[src/rtl/icnbc_pkg.sv]
// Shared types and width helpers for the icnbc codebook decoder.
package icnbc_pkg;

  typedef enum logic [1:0] {
    StIdle,
    StScan,
    StResp
  } state_e;

  function automatic int unsigned idx_width(int unsigned d);
    return (d > 1) ? $clog2(d) : 1;
  endfunction

  function automatic int unsigned cnt_width(int unsigned d);
    return $clog2(d + 1);
  endfunction

  // One above the largest possible distance, so the first entry always wins.
  function automatic int unsigned dist_sentinel(int unsigned n);
    return n + 1;
  endfunction

endpackage

[src/rtl/icnbc_hdist.sv]
// Combinational Hamming distance: XOR of two words followed by a popcount.
module icnbc_hdist #(
  parameter int unsigned N = 8
) (
  input  logic [N-1:0] a_i,
  input  logic [N-1:0] b_i,
  output logic [N-1:0] dist_o
);

  logic [N-1:0] diff;

  always_comb begin
    diff   = a_i ^ b_i;
    dist_o = '0;
    for (int i = 0; i < N; i++) begin
      dist_o = dist_o + N'(diff[i]);
    end
  end

endmodule

[src/rtl/icnbc_decoder.sv]
// Codebook capture plus sequential minimum-Hamming-distance decoder.
// Optional build macro: ICNBC_DEC_TIE_DETECT_EN (tie flag, forces full scans).
module icnbc_decoder
  import icnbc_pkg::*;
#(
  parameter int unsigned N     = 8,
  parameter int unsigned depth = 256,
  parameter int unsigned width = N,
  localparam int unsigned IW   = idx_width(depth),
  localparam int unsigned CW   = cnt_width(depth)
) (
  input  logic          clk,
  input  logic          rst,
  input  logic          clr,
  input  logic          load_valid,
  input  logic [N-1:0]  load_code,
  output logic          load_ready,
  input  logic          q_valid,
  input  logic [N-1:0]  q_word,
  output logic          q_ready,
  output logic          r_valid,
  input  logic          r_ready,
  output logic [IW-1:0] r_index,
  output logic [N-1:0]  r_dist,
  output logic          r_tie,
  output logic          r_miss,
  output logic [CW-1:0] count
);

  localparam int unsigned DW = N + 1;
  localparam logic [CW-1:0] Full = CW'(depth);
  localparam logic [DW-1:0] DistInit = DW'(dist_sentinel(N));

  state_e state_q, state_d;
  logic [CW-1:0] count_q, count_d;
  logic [N-1:0]  word_q, word_d;
  logic [CW-1:0] rd_idx_q, rd_idx_d;
  logic [DW-1:0] min_dist_q, min_dist_d;
  logic [IW-1:0] min_idx_q, min_idx_d;
  logic          tie_q, tie_d;
  logic          miss_q, miss_d;

  logic [width-1:0] mem [depth];
  logic [width-1:0] mem_q;
  logic             mem_vld_q;
  logic [CW-1:0]    mem_idx_q;
  logic             mem_we, mem_re;
  logic             load_fire, q_fire;
  logic [N-1:0]     hd_dist;

  icnbc_hdist #(
    .N(N)
  ) u_hdist (
    .a_i    (word_q),
    .b_i    (mem_q[N-1:0]),
    .dist_o (hd_dist)
  );

  assign load_ready = !rst && (state_q == StIdle) && (count_q != Full);
  assign q_ready    = !rst && (state_q == StIdle);
  assign load_fire  = load_valid && load_ready;
  assign q_fire     = q_valid && q_ready;

  always_comb begin
    state_d    = state_q;
    count_d    = count_q;
    word_d     = word_q;
    rd_idx_d   = rd_idx_q;
    min_dist_d = min_dist_q;
    min_idx_d  = min_idx_q;
    tie_d      = tie_q;
    miss_d     = miss_q;
    mem_we     = 1'b0;
    mem_re     = 1'b0;
    case (state_q)
      StIdle: begin
        if (clr) begin
          count_d = '0;
        end else if (load_fire) begin
          mem_we  = 1'b1;
          count_d = count_q + CW'(1);
        end
        // Query sees the post-load/post-clear count of this same cycle.
        if (q_fire) begin
          word_d     = q_word;
          rd_idx_d   = '0;
          min_dist_d = DistInit;
          min_idx_d  = '0;
          tie_d      = 1'b0;
          miss_d     = (count_d == '0);
          if (count_d == '0) begin
            min_dist_d = DW'(N);
            state_d    = StResp;
          end else begin
            state_d = StScan;
          end
        end
      end
      StScan: begin
        if (rd_idx_q < count_q) begin
          mem_re   = 1'b1;
          rd_idx_d = rd_idx_q + CW'(1);
        end
        if (mem_vld_q) begin
          if (DW'(hd_dist) < min_dist_q) begin
            min_dist_d = DW'(hd_dist);
            min_idx_d  = mem_idx_q[IW-1:0];
            tie_d      = 1'b0;
          end
`ifdef ICNBC_DEC_TIE_DETECT_EN
          else if (DW'(hd_dist) == min_dist_q) begin
            tie_d = 1'b1;
          end
          if (mem_idx_q == count_q - CW'(1)) begin
            state_d = StResp;
          end
`else
          if ((hd_dist == '0) || (mem_idx_q == count_q - CW'(1))) begin
            state_d = StResp;
          end
`endif
        end
      end
      StResp: begin
        if (r_ready) begin
          state_d = StIdle;
        end
      end
      default: state_d = StIdle;
    endcase
  end

  always_ff @(posedge clk) begin
    if (rst) begin
      state_q    <= StIdle;
      count_q    <= '0;
      word_q     <= '0;
      rd_idx_q   <= '0;
      min_dist_q <= '0;
      min_idx_q  <= '0;
      tie_q      <= 1'b0;
      miss_q     <= 1'b0;
      mem_vld_q  <= 1'b0;
      mem_idx_q  <= '0;
    end else begin
      state_q    <= state_d;
      count_q    <= count_d;
      word_q     <= word_d;
      rd_idx_q   <= rd_idx_d;
      min_dist_q <= min_dist_d;
      min_idx_q  <= min_idx_d;
      tie_q      <= tie_d;
      miss_q     <= miss_d;
      mem_vld_q  <= mem_re;
      if (mem_re) begin
        mem_idx_q <= rd_idx_q;
      end
    end
  end

  // Single-port codebook: writes only in IDLE, reads only in SCAN.
  always_ff @(posedge clk) begin
    if (mem_we) begin
      mem[count_q[IW-1:0]] <= load_code;
    end else if (mem_re) begin
      mem_q <= mem[rd_idx_q[IW-1:0]];
    end
  end

  assign r_valid = (state_q == StResp);
  assign r_index = r_valid ? min_idx_q : '0;
  assign r_dist  = r_valid ? min_dist_q[N-1:0] : '0;
  assign r_tie   = r_valid && tie_q;
  assign r_miss  = r_valid && miss_q;
  assign count   = count_q;

endmodule

[config.mk]
export PLATFORM = sky130hd
export DESIGN_NAME = icnbc_decoder
export DESIGN_NICKNAME = d
export VERILOG_FILES = /design/src/rtl/icnbc_pkg.sv /design/src/rtl/icnbc_hdist.sv /design/src/rtl/icnbc_decoder.sv
export SDC_FILE = /design/constraint.sdc
export NUM_CORES = 2
export LEC_CHECK = 0
export CAP_MARGIN = 20
export CORE_ASPECT_RATIO = 1.1
export CORE_MARGIN = 5
export CORE_UTILIZATION = 55
export CTS_CLUSTER_SIZE = 16
export DETAILED_ROUTE_END_ITERATION = 6
export PLACE_DENSITY = 0.71
export SETUP_SLACK_MARGIN = 0.02
export SYNTH_ARGS = -nofsm -noshare
export SYNTH_HDL_FRONTEND = slang
export SYNTH_HIERARCHICAL = 1
export SYNTH_SLANG_ARGS = --single-unit
[constraint.sdc]
create_clock -name clk -period 5.8 [get_ports clk]
set_input_delay 1.16 -clock clk [delete_from_list [all_inputs] [get_ports clk]]
set_output_delay 1.16 -clock clk [all_outputs]
set_load 0.05 [all_outputs]
==> summary.md <==
| Metric | Value |
|---|---|
| Status | finished, final reports clean |
| Worst R2R Path Depth | 8 |
| TNS Setup | 0 ps |
| CTS tree | yes |
| Die area | between 0.15 and 0.2 mm2 |
| Top_reg_cell synth | edfxtp_1 |
| Worst relative slew slack | 0.177 |
| Io pins | 52 |
| Clock skew | 35.9 ps |
| Starting Density | 0.554 |
| I/O Buffers | 50 |
| Antenna viol nets, final | 0 |
| Cell row count | 149 |
| Max frequency | ~210 MHz |
| CTS clk-pin slew, worst paths | about 70 ps |
| Post-CTS sizing | 0 |
| Final hold vios | 0 |
| Drt total wl | 214000 um |
| Max incr delay on CP | 910 ps |
| CP startpoint kind | flip-flop |
| Post-synth EDFFs | ~2100 |
| Vias in the first global route | around 43000 |
| Register area | approximately 0.063 mm2 |
| First DRT Iteration DRCs | between 5000 and 6000 |
| HP Class | flip-flop to flip-flop |
| Global placement routability congestion | 0.876 |
| First-pass GRT wire length | 309000 um |
| CP Max Fanout | 35 |
| Multi-input logic area | about 0.019 mm2 |
| Power, Total | ~30000 uW |
| Synth top area share | 0.743 |
| Die width | approximately 380 um |
| Critical setup path kind | flip-flop to flip-flop |
| DRC | 0 |
| Gate Count Post-Synth | approximately 4200 |
| WL/cell | 33.2 um |
| Hpwl dp | ~130000 um |
| GRT Util Overall | 0.270 |
| CP Launch Point | rd_idx_q[2]$_SDFFE_PP0P_ |
| Nets@finish | around 4400 |
| Critical Path RT | between 6000 and 7000 ps |
| Largest net degree at the start of global routing | between 150 and 200 |
| WP data arrival | ~5200 ps |
| DR pass1 iterations | 6 |
| Hold path start | min_idx_q[0]$_SDFFE_PP0P_ |
| Syn Area/Cell | 19.8 um2 |
| CP max-delay cell | dfxtp_4 |
| CP Cell Sequence | nand3_2 > buf_4 > o221ai_1 > nor2_1 > a2111oi_0 > buf_4 > o2bb2ai_1 > a311oi_1 |
| Syn-to-layout area delta | 11.1% |
| Worst-case vdd ir drop | 275 uV |
| Routed via count | 43142 |
| Unrepaired setup endpoints after global routing | no |
| Post-CTS Setup Bufs | 0 |
| CP endpoint kind | flip-flop |
| Inserted Clock Buffers | ~200 |
| Synth warn | 6 |
| Share of cells above drive strength 1 | 0.205 |
| Max clock buf depth | 3 |
| Core area | ~0.15 mm2 |
| Cell family contributing the most delay on the critical path | compound AO/OA/AOI/OAI gates |
| Bufs and invs on worst path | 2 |
| Asr flop ratio synth | 0 |
| Cts hold-fix bufs | 0 |
| Yosys reg bits | 2111 |
| Ranking of synthesized cells by area | edfxtp_1, mux4_2, mux2i_1 |
| Initial antenna violation count | 7 |
| Leading cell type in the layout, fill and taps excluded | edfxtp_1 |
| Hold path depth | 2 |
| Setup Viol. Count Final | 0 |
| Max-Cap Viols | 0 |
| Tightest Pin Transition | approximately 1200 ps |
| Most used cell, CP | buf_4 |
| Tmin final | ~4700 ps |
| WP depth | 8 |
| R2R Path Start | rd_idx_q[2]$_SDFFE_PP0P_ |
| Final Max Slew Viols | 0 |
| Synth cell types | 80 |
| Synth Cell Area | roughly 0.083 mm2 |
| H-tree levels | 4 |
| Post-synthesis sequential area ratio | 0.756 |
| Cell taking the most area after synthesis | edfxtp_1 |
| Clock Sink Count | roughly 2100 |
| Global route overflow | 0 |
| Cell Pwr Density | approximately 330 mW/mm2 |
| Fill count | ~10000 |
| Die Height | approximately 420 um |
| Leak pwr | 0.0279 uW |
| Clock Root Buffer | clkbuf_16 |
| Most frequent cells in the layout | edfxtp_1, mux4_2, nor2_1 |
| Via/cell ratio | ~6.7 |
| Clk Latency, worst-skew pair | ~840 ps |
| Final Cycle Share | 0.809 |
## per-layer routing
layer | wire length, um | global-route usage | up-vias
met2 | 101000 | 0.416 | 2785
met4 | 9260 | 0.107 | 4
li1 | - | - | 17487
met5 | 23 | 0 | -
met3 | 25200 | 0.0652 | 466
met1 | 79100 | 0.379 | 22400
## state kept, by name, summed over array words and instances, names as in the netlist, 2 cells and up
signal and count:
rd_idx_q 9, min_idx_q 8, state_q 2, mem 2048
count 9, mem_q 8, min_dist_q 8, word_q 8
mem_idx_q 9
## worst reg2reg max path, cell delays in order, from the launching register on
cell and delay [ps]:
dfxtp_4 910, nand3_2 530, buf_4 430, o221ai_1 220
nor2_1 160, a2111oi_0 850, buf_4 260, o2bb2ai_1 80
a311oi_1 890
## final timing paths
kind	slack, ps	to
max	1110	mem_q[1]$_DFFE_PP_
min	460	min_idx_q[0]$_SDFFE_PP0P_
max reg2reg	1110	mem_q[1]$_DFFE_PP_
min reg2reg	460	min_idx_q[0]$_SDFFE_PP0P_
## synthesized netlist by cell type, types with 24 or more instances
master and count:
edfxtp_1 2056, mux4_2 447, nor2_1 312, mux2i_1 194, clkbuf_1 136, nand2_1 130
a21oi_1 103, a22oi_1 83, buf_2 58, dfxtp_1 55, nand3_1 45, o21ai_0 44
a211oi_1 42, a221oi_1 32, o22ai_1 29, buf_4 28, buf_6 25, ha_1 24
o221ai_1 24
## power by group
group / internal (uW) / switching, uW / total [uW]
clock network: 6900 / 5500 / 12400
registers: 16700 / 22.0 / 16800
logic: 478 / 782 / 1260
## layout make-up
type                       count  share of cell area
tap                         1963              0.0266
timing repair buffer         194              0.0206
clock inverter               110              0.0104
inverter                      28             0.00114
clock buffer                 247              0.0557
antenna                        4            0.000108
sequential                  2111               0.681
multi-input combinational   1797               0.204
## metrics by stage
stage / std cells / hold WS (ps) / util / cell area (um2) / setup WS, ps
6_report: 6454 / 462 / 0.615 / 92300 / 1110
5_1_grt: 6451 / 508 / 0.615 / 92300 / 839
4_1_cts: 6450 / 465 / 0.615 / 92300 / 1140
3_5_place_dp: 6093 / 456 / 0.574 / 86200 / 1020
3_3_place_gp: 6092 / 462 / 0.574 / 86100 / 1190
2_1_floorplan: 4199 / 441 / - / 83100 / 1370
## kinds of logic after synthesis
kind of cell / Yosys count / share of synthesized area
xor gates and xnor gates: 22 / 0.00232
adders and majority gates: 28 / 0.00458
muxes: 658 / 0.147
DFF: 2111 / 0.756
other: 2 / 0.0000904
and+or+nand+nor: 622 / 0.0330
AOI/OAI and AO/OA: 462 / 0.0385
buffers and inverters: 291 / 0.0182
(Power assumes the default switching activity.)
